**src/rtl/rtr_out_alloc.sv**
```systemverilog
// rtr_out_alloc: round-robin switch allocator with per-VC packet ownership for one output port
module rtr_out_alloc #(
    parameter int NPORT = 5,
    parameter int NVC   = 2,
    parameter int PTRW  = 3
) (
    input  logic             clk,
    input  logic             rst,
    input  logic [NPORT-1:0] req_i,
    input  logic [NPORT-1:0] req_vc_i,
    input  logic [NPORT-1:0] req_tail_i,
    input  logic [NVC-1:0]   dn_rdy_i,
    input  logic [NVC-1:0]   dn_lck_i,
    output logic [NPORT-1:0] gnt_o,
    output logic             gnt_vld_o,
    output logic             gnt_vc_o,
    output logic [NVC-1:0]   vc_busy_o,
    output logic [PTRW-1:0]  vc_owner0_o,
    output logic [PTRW-1:0]  vc_owner1_o
);

    localparam logic IDLE = 1'b0;
    localparam logic BUSY = 1'b1;

    logic [PTRW-1:0]  ptr_q, ptr_d;
    logic [NVC-1:0]   busy_q, busy_d;
    logic [PTRW-1:0]  own0_q, own0_d, own1_q, own1_d;
    logic [NPORT-1:0] elig;
    logic             found, gvc, gtail;
    logic [PTRW-1:0]  gidx;

    // A port may proceed if its VC has room and it either owns the VC or may claim an unlocked idle one
    always_comb begin
        elig = '0;
        for (int p = 0; p < NPORT; p++) begin
            logic            v;
            logic [PTRW-1:0] own;
            v = req_vc_i[p];
            own = v ? own1_q : own0_q;
            elig[p] = req_i[p] & dn_rdy_i[v] & ((busy_q[v] == BUSY) ? (own == PTRW'(p)) : ~dn_lck_i[v]);
        end
    end

    // First eligible port in search order ptr, ptr+1, ... wrapping at NPORT wins
    always_comb begin
        found = 1'b0;
        gidx = '0;
        for (int k = 0; k < NPORT; k++) begin
            logic [PTRW:0] s;
            s = {1'b0, ptr_q} + (PTRW+1)'(k);
            if (s >= (PTRW+1)'(NPORT)) s = s - (PTRW+1)'(NPORT);
            if (!found && elig[s[PTRW-1:0]]) begin
                found = 1'b1;
                gidx = s[PTRW-1:0];
            end
        end
    end

    assign gnt_o       = found ? NPORT'(1) << gidx : '0;
    assign gnt_vld_o   = found;
    assign gvc         = found & req_vc_i[gidx];
    assign gtail       = req_tail_i[gidx];
    assign gnt_vc_o    = gvc;
    assign vc_busy_o   = busy_q;
    assign vc_owner0_o = own0_q;
    assign vc_owner1_o = own1_q;

    // Advance pointer past the winner; a VC changes state only when a head claims or a tail releases it
    always_comb begin
        ptr_d = ptr_q;
        busy_d = busy_q;
        own0_d = own0_q;
        own1_d = own1_q;
        if (found) begin
            ptr_d = (gidx == PTRW'(NPORT-1)) ? '0 : gidx + 1'b1;
            if (busy_q[gvc] == gtail) begin
                busy_d[gvc] = gtail ? IDLE : BUSY;
                if (gvc) own1_d = gtail ? '0 : gidx;
                else own0_d = gtail ? '0 : gidx;
            end
        end
    end

    // State registers with synchronous reset that aborts any packet in flight
    always_ff @(posedge clk) begin
        if (rst) begin
            ptr_q <= '0;
            busy_q <= '0;
            own0_q <= '0;
            own1_q <= '0;
        end else begin
            ptr_q <= ptr_d;
            busy_q <= busy_d;
            own0_q <= own0_d;
            own1_q <= own1_d;
        end
    end

endmodule
```
**config.mk**
```make
export PLATFORM = sky130hd
export DESIGN_NAME = rtr_out_alloc
export DESIGN_NICKNAME = d
export VERILOG_FILES = /design/src/rtl/rtr_out_alloc.sv
export SDC_FILE = /design/constraint.sdc
export NUM_CORES = 1
export LEC_CHECK = 0
export ABC_AREA = 1
export BUFFER_PORTS_ARGS = -buffer_cell sky130_fd_sc_hd__buf_2
export CAP_MARGIN = 20
export CORE_MARGIN = 3
export CORE_UTILIZATION = 35
export CTS_BUF_LIST = sky130_fd_sc_hd__clkbuf_2
export DETAILED_ROUTE_END_ITERATION = 12
export GPL_TIMING_DRIVEN = 0
export HOLD_SLACK_MARGIN = 0.06
export PLACE_DENSITY = 0.56
export SYNTH_ARGS = -nofsm -noshare
export SYNTH_HDL_FRONTEND = slang
export SYNTH_SLANG_ARGS = --single-unit
```
**constraint.sdc**
```tcl
create_clock -name clk -period 4.1 [get_ports clk]
set_clock_uncertainty 0.2 [all_clocks]
set_input_delay 0.82 -clock clk [delete_from_list [all_inputs] [get_ports clk]]
set_output_delay 0.82 -clock clk [all_outputs]
set_load 0.05 [all_outputs]
```
==> impl_metrics.prom <==
# TYPE chip_impl_metric gauge
chip_impl_info{name="outcome",value="finished with violations"} 1
chip_impl_info{name="violations_in_the_final_reports",value="setup timing"} 1
chip_impl_metric{name="finish.utilization",unit="%"} 53.7
chip_impl_metric{name="cts_made_buffers",unit=""} 3
chip_impl_metric{name="synth.avg_cell_area",unit="um^2"} 5.86
chip_impl_metric{name="synth.cell_area",unit="mm^2"} 0.00234
chip_impl_info{name="whs_endpoint",value="ptr_q[1]"} 1
chip_impl_metric{name="clock_tree.htree_level_count",unit=""} 1
chip_impl_metric{name="slew_headroom",unit="%"} 73.5
chip_impl_metric{name="timing.critical_path.fanout_max",unit=""} 6
chip_impl_metric{name="synth_compound_gate_area_share",unit="%"} 11.5
chip_impl_metric{name="critical_path_required",unit="ns"} 3.08
chip_impl_metric{name="register_area",unit="um^2"} 229
chip_impl_metric{name="ys_seq_area_share",unit="%"} 9.40
chip_impl_metric{name="fillers",unit=""} 637
chip_impl_metric{name="hold_violations",unit=""} 0
chip_impl_metric{name="synth_nets",unit=""} 435
chip_impl_metric{name="synth-simple-area-share",unit="%"} 57.6
chip_impl_metric{name="grt_max_degree",unit=""} 11
chip_impl_metric{name="num_vias",unit=""} 2819
chip_impl_info{name="worst_r2r_startpoint",value="ptr_q[0]"} 1
chip_impl_metric{name="design.die.area",unit="mm^2"} 0.00771
chip_impl_metric{name="synth.distinct_cells",unit=""} 40
chip_impl_metric{name="min_delay_path_depth",unit=""} 2
chip_impl_metric{name="routabilityCongestion",unit=""} 0.891
chip_impl_metric{name="die_h",unit="um"} 87.8
chip_impl_metric{name="dr.first_iter.drc_count",unit=""} 119
chip_impl_metric{name="grt-ovfl-total",unit=""} 0
chip_impl_metric{name="final.setup.worst_slack",unit="ns"} -0.393
chip_impl_metric{name="floorplan.initialDensity",unit="%"} 36.5
chip_impl_metric{name="final_layout_size_suffix_gt1_share",unit="%"} 42.3
chip_impl_info{name="critPathCaptureType",value="output pin"} 1
chip_impl_metric{name="synth_adder_area_share",unit="%"} 7.79
chip_impl_metric{name="cts-hold-fix-buffers",unit=""} 0
chip_impl_metric{name="min_period_over_period",unit="%"} 110
chip_impl_metric{name="synth.mux.area_fraction",unit="%"} 0
chip_impl_metric{name="ff2ff_path_depth",unit=""} 34
chip_impl_metric{name="maxClockFrequency",unit="MHz"} 223
chip_impl_info{name="grt_setup_unrepaired",value="yes"} 1
chip_impl_metric{name="synthToLayoutAreaGrowth",unit="%"} 47.0
chip_impl_metric{name="worst_setup_hold_path_clk_slew",unit="ns"} 0.12
chip_impl_info{name="worst_hold_startpoint",value="ptr_q[1]"} 1
chip_impl_metric{name="netlist.area_leader.share",unit="%"} 17.9
chip_impl_info{name="ys_top_cells_by_area",value="nand2_1 18%, dfxtp_1 9.4%, nand3_1 8.5%"} 1
chip_impl_info{name="tritoncts",value="built"} 1
chip_impl_info{name="largest_family_of_logic_cells_by_synthesized_area",value="simple AND/OR/NAND/NOR gates"} 1
chip_impl_metric{name="grt_antenna_before_repair",unit=""} 0
chip_impl_metric{name="pin_count",unit=""} 36
chip_impl_metric{name="drtAntennaViolNets",unit=""} 0
chip_impl_metric{name="clk_path_buf_depth",unit=""} 2
chip_impl_metric{name="core_area",unit="mm^2"} 0.00642
chip_impl_metric{name="num-nets-final",unit=""} 523
chip_impl_metric{name="syn-instance-count",unit=""} 400
chip_impl_metric{name="routed_wl",unit="mm"} 7.59
chip_impl_metric{name="first_global_vias",unit=""} 2532
chip_impl_metric{name="synth_seq_cells",unit=""} 11
chip_impl_metric{name="n_antenna_cell",unit=""} 0
chip_impl_info{name="crit_type",value="reg -> out"} 1
chip_impl_metric{name="placement.io_buffers",unit=""} 33
chip_impl_info{name="hold_class",value="reg -> reg"} 1
chip_impl_metric{name="synthXorXnorAreaFrac",unit="%"} 2.19
chip_impl_metric{name="tritonroute_pass_1_iters",unit=""} 5
chip_impl_metric{name="routedWlPerCell",unit="um"} 13.5
chip_impl_metric{name="worstPathArrival",unit="ns"} 3.47
chip_impl_metric{name="worst_pin_slew",unit="ns"} 0.397
chip_impl_metric{name="multiInputGateArea",unit="mm^2"} 0.00216
chip_impl_metric{name="routed_via_density",unit=""} 5.00
chip_impl_info{name="timing.critical_path.from_type",value="register"} 1
chip_impl_info{name="commonest_non_fill_non_tap_cell_in_the_layout",value="nand2_1"} 1
chip_impl_metric{name="die_w",unit="um"} 87.8
chip_impl_info{name="synth.largest_area_cell",value="nand2_1"} 1
chip_impl_metric{name="wire_length_of_the_first_global_routing_pass",unit="mm"} 12.1
chip_impl_metric{name="placement.setup.worst_slack",unit="ns"} -0.568
chip_impl_metric{name="rows",unit=""} 29
chip_impl_metric{name="asyncSetResetFlopFracSynth",unit="%"} 0
chip_impl_info{name="cts_root_buf",value="clkbuf_2"} 1
chip_impl_info{name="synth_top_flop_cell",value="dfxtp_1"} 1
chip_impl_metric{name="ff_to_ff_setup_slack",unit="ns"} 0.02
chip_impl_metric{name="drt_drc_violations_left",unit=""} 0
chip_impl_metric{name="setup_viol",unit=""} 7
chip_impl_metric{name="global_route.usage.total",unit="%"} 19.3
chip_impl_metric{name="max_cap_violations",unit=""} 0
chip_impl_metric{name="number_of_flops_mapped_to_enable_cells_by_yosys",unit=""} 0
chip_impl_metric{name="whs",unit="ns"} 0.412
chip_impl_metric{name="min_period",unit="ns"} 4.49
chip_impl_info{name="crit-reg2reg-capture",value="vc_owner0_o[1]"} 1
chip_impl_metric{name="tritoncts_num_sinks",unit=""} 11
chip_impl_metric{name="final_max_slew_viol_count",unit=""} 0
chip_impl_metric{name="dpl.hpwl",unit="mm"} 5.53
chip_impl_metric{name="synth-warning-count",unit=""} 0
chip_impl_info{name="mostFrequentLayoutCells",value="102 x nand2_1, 50 x buf_4, 37 x nor2_1, 37 x nand3_1, 35 x inv_1"} 1
chip_impl_metric{name="worst_skew_pair.late_latency",unit="ns"} 0.26
## worst max-delay path, cell delays in order, from the launching register on
cell	delay (ns)
dfxtp_4	0.38
buf_12	0.13
inv_12	0.04
ha_4	0.12
inv_2	0.04
fa_2	0.39
nor2_4	0.13
nor2_4	0.08
nand2_2	0.08
o21ai_4	0.08
nand2_1	0.08
nor2_1	0.04
nor2_1	0.14
nand2_1	0.09
nand2_2	0.08
nand2_4	0.08
nor2_8	0.17
nand3_4	0.13
buf_4	0.17
nand3_4	0.09
nand2_8	0.09
inv_6	0.11
nand2_2	0.11
nand3_4	0.12
clkinvlp_4	0.10
buf_6	0.16
## per-layer routing
metal / vias up / wire, um / GRT usage [%]
met5: - / 0 / 0
met4: 0 / 63 / 2.93
met3: 6 / 319 / 1.32
met2: 71 / 3480 / 31.3
met1: 1272 / 3730 / 28.4
li1: 1470 / - / -
## synthesized netlist by cell type, types with 2 or more instances
library cell,number
nor2_1,48
nand4_1,16
dfxtp_1,11
nor2_4,5
nand2_1,112
inv_2,16
nand3_1,40
o22ai_1,2
a21oi_2,2
nand3b_1,2
inv_1,41
nand3_4,2
a21oi_1,10
nand2_2,12
buf_6,2
nor2_2,3
ha_1,13
o21ai_0,9
buf_4,2
nor3_1,2
nand2_4,6
o21ai_1,10
nand3_2,10
xor2_1,3
or2_0,2
a21boi_1,2
o211ai_2,2
nand4_2,2
o21ai_2,2
## per-stage QoR
stage               setup TNS (ns)  instance area, um^2  instances
floorplan                  -0.0517                 2450        400
global placement             -2.91                 2710        510
detailed placement           -3.02                 2710        510
CTS                          -2.34                 3170        546
global route                 -4.49                 3450        564
finish                       -1.89                 3450        564
## what timing repair did
action	4_1_cts	5_1_grt
buffers inserted	32	18
gates resized for setup	45	32
pin swaps	24	25
endpoints found under the setup margin	12	15
## how the worst max path moves through the flow
stage | from | endpoint | slack (ns) | depth (start not counted)
detailed placement | ptr_q[1] | gnt_o[3] | -0.57 | 19
global placement | ptr_q[1] | gnt_vc_o | -0.56 | 19
finish | ptr_q[0] | gnt_vc_o | -0.39 | 25
floorplan | ptr_q[0] | gnt_o[0] | -0.03 | 20
CTS | ptr_q[0] | gnt_o[3] | -0.44 | 24
global route | ptr_q[0] | gnt_vc_o | -0.60 | 25
## kinds of logic (layout without fill, tap and decap cells)
logic type / Yosys count / in the layout
and+or+nand+nor: 265 / 265
buffers and inverters: 63 / 150
AOI/OAI and AO/OA: 42 / 42
adders and majority gates: 14 / 14
DFF: 11 / 11
xor gates and xnor gates: 5 / 5
## flip-flops by register name (all words and copies together), names as in the netlist
| register | count |
|---|---|
| ptr_q | 3 |
| vc_busy_o | 2 |
| vc_owner0_o | 3 |
| vc_owner1_o | 3 |
## area by class of cell
type | count | area share (%)
Buffer | 6 | 2.11
Clock buffer | 4 | 0.581
Inverter | 57 | 7.26
Multi-Input combinational cell | 326 | 62.7
Sequential cell | 11 | 6.64
Tap cell | 77 | 2.80
Timing Repair Buffer | 83 | 17.9
Power is not shown: default switching activity piles up to over one toggle a cycle in this logic, so the estimate is an artifact.
